[config.mk]
export PLATFORM = sky130hd
export DESIGN_NAME = cmd_bus_master
export DESIGN_NICKNAME = d
export VERILOG_FILES = /design/src/rtl/cmd_bus_master.sv
export SDC_FILE = /design/constraint.sdc
export NUM_CORES = 1
export LEC_CHECK = 0
export ABC_CLOCK_PERIOD_IN_PS = 3100
export CORE_MARGIN = 2
export CORE_UTILIZATION = 35
export DETAILED_ROUTE_END_ITERATION = 6
export SYNTH_ARGS = -nofsm -noshare
export SYNTH_HDL_FRONTEND = slang
export SYNTH_SLANG_ARGS = --single-unit
[constraint.sdc]
create_clock -name BUS_CLK -period 3.1 [get_ports BUS_CLK]
set_input_delay 0.775 -clock BUS_CLK [delete_from_list [all_inputs] [get_ports BUS_CLK]]
set_output_delay 0.775 -clock BUS_CLK [all_outputs]
set_load 0.02 [all_outputs]
[src/rtl/cmd_bus_master.sv]
// Byte-stream command decoder driving a basil-style split register bus (burst write/read).
// Define CMD_BUS_MASTER_TIMEOUT_EN to abort commands that stall mid-stream for TIMEOUT cycles.
module cmd_bus_master #(
    parameter int unsigned RD_LATENCY = 1,
    parameter int unsigned TIMEOUT    = 1000
) (
    input  logic        BUS_CLK,
    input  logic        BUS_RST,
    input  logic [7:0]  IN_DATA,
    input  logic        IN_VALID,
    output logic        IN_READY,
    output logic [7:0]  OUT_DATA,
    output logic        OUT_VALID,
    input  logic        OUT_READY,
    output logic [15:0] BUS_ADD,
    output logic [7:0]  BUS_DATA_OUT,
    input  logic [7:0]  BUS_DATA_IN,
    output logic        BUS_RD,
    output logic        BUS_WR,
    output logic        BUSY,
    output logic        ERROR
);

    typedef enum logic [2:0] {
        StIdle, StAddrH, StAddrL, StLen, StWrData, StRdIssue, StRdWait
    } state_t;

    localparam logic [2:0] LAT = 3'(RD_LATENCY);

    state_t      state;
    logic [15:0] addr;
    logic [8:0]  remaining;
    logic        is_read;
    logic [2:0]  lat_cnt;
    logic        accept;
    logic        timed_phase;
    logic        timed_out;

    assign IN_READY    = state inside {StIdle, StAddrH, StAddrL, StLen, StWrData};
    assign accept      = IN_VALID & IN_READY;
    assign BUSY        = (state != StIdle);
    assign timed_phase = state inside {StAddrH, StAddrL, StLen, StWrData};

`ifdef CMD_BUS_MASTER_TIMEOUT_EN
    localparam logic [31:0] TO_LAST = 32'(TIMEOUT - 1);

    logic [31:0] idle_cnt;

    assign timed_out = timed_phase && !IN_VALID && (idle_cnt == TO_LAST);

    always_ff @(posedge BUS_CLK or negedge BUS_RST) begin
        if (!BUS_RST) begin
            idle_cnt <= '0;
        end else if (!timed_phase || accept || timed_out) begin
            idle_cnt <= '0;
        end else begin
            idle_cnt <= idle_cnt + 32'd1;
        end
    end
`else
    logic unused_timeout;

    assign unused_timeout = timed_phase | (TIMEOUT == 0);
    assign timed_out      = 1'b0;
`endif

    always_ff @(posedge BUS_CLK or negedge BUS_RST) begin
        if (!BUS_RST) begin
            state        <= StIdle;
            addr         <= '0;
            remaining    <= '0;
            is_read      <= 1'b0;
            lat_cnt      <= '0;
            BUS_ADD      <= '0;
            BUS_DATA_OUT <= '0;
            BUS_RD       <= 1'b0;
            BUS_WR       <= 1'b0;
            OUT_DATA     <= '0;
            OUT_VALID    <= 1'b0;
            ERROR        <= 1'b0;
        end else begin
            BUS_RD       <= 1'b0;
            BUS_WR       <= 1'b0;
            BUS_DATA_OUT <= '0;
            ERROR        <= 1'b0;
            if (OUT_VALID && OUT_READY) begin
                OUT_VALID <= 1'b0;
            end
            if (timed_out) begin
                ERROR <= 1'b1;
                state <= StIdle;
            end else begin
                unique case (state)
                    StIdle: if (accept) begin
                        if (IN_DATA[6:0] != 7'd0) begin
                            ERROR <= 1'b1;
                        end else begin
                            is_read <= IN_DATA[7];
                            state   <= StAddrH;
                        end
                    end
                    StAddrH: if (accept) begin
                        addr[15:8] <= IN_DATA;
                        state      <= StAddrL;
                    end
                    StAddrL: if (accept) begin
                        addr[7:0] <= IN_DATA;
                        state     <= StLen;
                    end
                    StLen: if (accept) begin
                        // LEN of zero encodes a full 256-byte burst
                        remaining <= {IN_DATA == 8'd0, IN_DATA};
                        state     <= is_read ? StRdIssue : StWrData;
                    end
                    StWrData: if (accept) begin
                        BUS_WR       <= 1'b1;
                        BUS_ADD      <= addr;
                        BUS_DATA_OUT <= IN_DATA;
                        addr         <= addr + 16'd1;
                        remaining    <= remaining - 9'd1;
                        if (remaining == 9'd1) begin
                            state <= StIdle;
                        end
                    end
                    StRdIssue: if (!OUT_VALID) begin
                        // Only one read in flight: wait until the previous byte is consumed
                        BUS_RD  <= 1'b1;
                        BUS_ADD <= addr;
                        lat_cnt <= '0;
                        state   <= StRdWait;
                    end
                    StRdWait: begin
                        if (lat_cnt == LAT) begin
                            OUT_DATA  <= BUS_DATA_IN;
                            OUT_VALID <= 1'b1;
                            addr      <= addr + 16'd1;
                            remaining <= remaining - 9'd1;
                            state     <= (remaining == 9'd1) ? StIdle : StRdIssue;
                        end else begin
                            lat_cnt <= lat_cnt + 3'd1;
                        end
                    end
                    default: state <= StIdle;
                endcase
            end
        end
    end

endmodule

# ---- Yosys cells after proc, flatten, opt, wreduce, memory -nomap -nowiden
# Index checks and enable logic that the tools add are counted.
dict set report classes {
  reduce_logical 19
  bitwise 2
  addsub 3
  muxes 39
  n_eq_ne 18
}
# cell n
set op_table {}
lappend op_table {{$mux W16} 4}
lappend op_table {{$pmux W8 S3} 2}
lappend op_table {{$mux W3} 12}
lappend op_table {{$pmux W16 S2} 1}
lappend op_table {{$mux W9} 3}
lappend op_table {{$pmux W9 S3} 1}
lappend op_table {{$mux W8} 3}
lappend op_table {{$pmux W3 S7} 1}
lappend op_table {{$ne A2 B2 Y1 const B} 9}
lappend op_table {{$add A16 B1 Y16 const B} 1}
lappend op_table {{$reduce_and A4 Y1} 3}
lappend op_table {{$reduce_bool A3 Y1} 4}
lappend op_table {{$mux W1} 11}
lappend op_table {{$eq A3 B3 Y1 const B} 3}
lappend op_table {{$eq A9 B1 Y1 const B} 1}
lappend op_table {{$reduce_and A3 Y1} 3}
lappend op_table {{$reduce_and A9 Y1} 1}
lappend op_table {{$sub A9 B1 Y9 const B} 1}
lappend op_table {{$logic_not A8 Y1} 1}
lappend op_table {{$reduce_bool A7 Y1} 1}
lappend op_table {{$eq A3 B1 Y1 const B} 2}
lappend op_table {{$eq A3 B2 Y1 const B} 2}
lappend op_table {{$pmux W3 S2} 1}
lappend op_table {{$reduce_bool A5 Y1} 1}
lappend op_table {{other kinds (8)} 9}
dict set report totals {
  reg_bits 68
  word_cells 94
}

# ---- Depth between registers and ports, before layout
dict set report logic_depth {
  word_depth 5
  ltp_mapped 7
  ltp_nobuf 6
}

# ---- Least setup slack after synthesis
# OpenSTA, ideal clock, no wires.
dict set report synth_timing {
  kind {reg-to-output}
  from {register state[0]}
  to {output port IN_READY}
  path_slack_ns 1.112
  stages_incl_launch_ff 4
  t_arrival_ns 1.213
  required_ns 2.325
  path_buffers 2
  cell_sequence {dfrtp_1 -> buf_6 -> buf_2 -> o21ai_0}
}
dict set report synth_via {
  elab_chain_cells 2
  elab_cells_between_ends 6
}
# element line
set synth_rtl {}
lappend synth_rtl {{from (decl)} 30} ;# state_t state;
lappend synth_rtl {{from (signal assigned)} 69} ;# state <= StIdle;
lappend synth_rtl {{from (signal assigned)} 91} ;# state <= StIdle;
lappend synth_rtl {{from (signal assigned)} 99} ;# state <= StAddrH;
lappend synth_rtl {{$eq A3 B1 Y1 (tied with other cells)} 39} ;# assign IN_READY = state inside {StIdle, StAddrH, StAddrL, StLen, StWrData};
lappend synth_rtl {{$reduce_bool A5 Y1 (*)} 39}
lappend synth_rtl {{to (decl)} 11} ;# output logic IN_READY,
# Mark *: on every way between the ends. The rest lies on a longest branch, timed or not.

# ---- Worst setup path in the final report
dict set report layout_timing {
  from {register state[2]}
  to {output port BUSY}
}
dict set report layout_via {
  elab_chain_cells 1
}
# element line
set layout_rtl {}
lappend layout_rtl {{$reduce_bool A3 Y1} 41} ;# assign BUSY = (state != StIdle);
lappend layout_rtl {{to (decl)} 20} ;# output logic BUSY,
# Every way passes these cells.

==> flow_summary_export.csv <==
group,metric,value,unit
run_status,status,"finished, final reports clean",
die,die_w,105.5,µm
global_route,grt_antenna_before_repair,0,
global_route,track_usage,0.1631,
place,pre_cts_ws,0.3804,ns
detailed_routing,drc,0,
clocking,clk_pin_slew_worst_paths,0.07,ns
timing,hold_violations,0,
critical_path,r2r_cells,6,
finish,layout.cells.non_filler,532,
timing,tns,0,ns
clocking,cts_tree,"done",
timing,slew_viol_final,0,
critical_path,critPathLaunchType,"flip-flop",
synthesis,ys_seq_area_frac,0.4719,
die,pin_count,58,
timing,timing.final.crit_share,0.8616,
synthesis,synth_top_area_frac,0.4719,
synthesis,syn_inst,334,
synthesis,yosysWarnings,0,
timing,fmax,374.4,MHz
critical_path,critical_path_class,"flip-flop to output port",
timing,tightest_slew,0.7718,ns
detailed_routing,vias_per_cell,5.280,
clocking,cts_root_buffer,"clkbuf_8",
global_route,grt_max_degree,36,
synthesis,ys_types,61,
clocking,cts_hold_buf,0,
timing,finalSetupViolCount,0,
detailed_routing,antenna_left,0,
detailed_routing,first_pass_iters,4,
synthesis,syn_nets,359,
timing,slew_headroom,0.4855,
detailed_routing,drtIter0Drc,165,
die,start_util,0.3541,
synthesis,synth_edf_count,0,
synthesis,synth_top_area_cell,"dfrtp_1",
timing,rsz0062_at_grt,"false",
finish,syn2layout_area_growth,23.66,%
synthesis,yosysMostFrequentCell,"dfrtp_1",
place,gp_congestion,0.8326,
critical_path,r2r_start,"state[0]$_DFFE_PN0P_",
critical_path,crit_fanout,20,
finish,diodes,0,
die,fp.dieH,105.5,µm
job,maxCapViolations,0,
place,dp_cells,516,
clocking,cts_buffer_depth,2,
synthesis,synth.area.top_cells,"dfrtp_1, mux2_2, a21oi_1, nand2_1, nor2_1",
clocking,cts_resized,0,
clocking,clkLatencyLatePin,0.34,ns
worst_hold_path,min_path_type,"input port to asynchronous set/reset pin",
timing,fin_crit,2.671,ns
place,hpwl,6158,µm
clocking,cts_made_buffers,9,
clocking,htree_num_levels,3,
critical_path,cp_data_arrival_time,1.90,ns
detailed_routing,wl_per_cell,16.27,µm
critical_path,cp.required,2.32,ns
finish,post-route-util,0.4378,
critical_path,end_kind,"output port",
synthesis,netlist_area,3606,µm²
finish,nets,416,
pwr,leakage,1.805,nW
detailed_routing,routed_wl,8656,µm
clocking,cts_num_sinks,68,
pwr,p_per_area,1063,nW/µm²
global_route,grt_pass1_wl,14450,µm
timing,setup_ws,0.4291,ns
global_route,grt_overflow_total,0,
pwr,ir_drop,0.3498,mV
detailed_routing,via_count,2809,
synthesis,synth-main-ff-cell,"dfrtp_1",
finish,drive_above_1_share,0.1843,
global_route,grt_pass1_vias,2712,
synthesis,synth-seq-cells,68,
synthesis,async_flop_share,1.000,
critical_path,rrSetupSlack,0.97,ns
place,port_buffers,57,
timing,clock_skew,0.006681,ns
die,rows,37,
synthesis,yosys-top-cells-count,"dfrtp_1, mux2_2, a21oi_1, nand2_1, nor2_1",
die,core_area,10180,µm²
die,die-area,11130,µm²
clocking,postCtsSetupRepairBufs,0,
critical_path,r2r_end,"remaining[7]$_DFFE_PN0P_",
synthesis,postSynthAreaPerCell,10.80,µm²
==> power breakdown <==
part / leakage [nW] / internal (W) / switching, W
logic: 0.880 / 0.00114 / 0.00126
clock network: 0.0961 / 0.000332 / 0.000340
registers: 0.829 / 0.00127 / 0.000401
==> layout by cell type, fill, tap and decap left out, types with 8 or more instances in the layout <==
master and count:
dfrtp_1 68, clkdlybuf4s50_1 56, mux2_2 27, nand2_1 21, a21oi_1 21, nor2_1 19, o21ai_0 12, nand3_1 12
clkbuf_8 11, and2_1 10, nand4_1 9, o22ai_1 8, a2bb2oi_1 8, buf_4 8
==> worst max path at each step <==
| stage | start | endpoint | slack [ns] | cells past startpoint |
|---|---|---|---|---|
| finish | state[2]$_DFFE_PN0P_ | BUSY | 0.43 | 2 |
| global placement | IN_VALID | addr[0]$_DFFE_PN0P_ | 0.46 | 5 |
| global route | state[2]$_DFFE_PN0P_ | IN_READY | 0.34 | 2 |
| detailed placement | IN_VALID | addr[2]$_DFFE_PN0P_ | 0.38 | 5 |
| floorplan | state[0]$_DFFE_PN0P_ | IN_READY | 1.11 | 3 |
| CTS | state[2]$_DFFE_PN0P_ | BUSY | 0.43 | 2 |
==> routing by layer <==
| metal | global-route usage | wire length, µm | vias to the layer above |
|---|---|---|---|
| met5 | 0 | 0 | - |
| li1 | - | - | 1362 |
| met1 | 0.2223 | 4051 | 1370 |
| met2 | 0.2608 | 4184 | 71 |
| met3 | 0.03216 | 328 | 6 |
| met4 | 0.05357 | 92 | 0 |
==> critical path, stage by stage (launching register included) <==
cell	delay, ns
dfrtp_1	0.61
or3_1	0.40
clkdlybuf4s50_1	0.54
==> stage by stage <==
| step | total power, W | hold slack [ns] | area (µm²) |
|---|---|---|---|
| floorplan | 0.003336 | 0.4711 | 3606 |
| CTS | 0.004785 | 0.5048 | 4459 |
| finish | 0.004740 | 0.4940 | 4459 |
| global placement | 0.004034 | 0.4849 | 4280 |
| global route | 0.005105 | 0.5175 | 4459 |
| detailed placement | 0.004095 | 0.4893 | 4280 |
==> registers in the layout (all words and copies together), names as in the netlist <==
signal	cells
OUT_DATA	8
BUS_DATA_OUT	8
ERROR	1
BUS_ADD	16
BUS_RD	1
state	3
OUT_VALID	1
remaining	9
addr	16
is_read	1
BUS_WR	1
lat_cnt	3
==> cell type report <==
class	instances	area, µm²
Fill cell	995	5725
Multi-Input combinational cell	239	1737
Sequential cell	68	1702
Timing Repair Buffer	66	645.6
Tap cell	136	170.2
Clock buffer	12	155.1
Inverter	7	26.28
Clock inverter	4	23.77
==> cells by family (layout without fill, tap and decap cells) <==
logic type | after synthesis | count (layout) | share of synthesized area
AO/OA/AOI/OAI | 89 | 89 | 0.1794
AND/OR/NAND/NOR | 115 | 115 | 0.1912
multiplexers | 30 | 30 | 0.09299
adder cells (fa/ha/maj) | 5 | 5 | 0.01735
flip-flops | 68 | 68 | 0.4719
buffers and inverters | 27 | 89 | 0.04719
(Power assumes the default switching activity.)
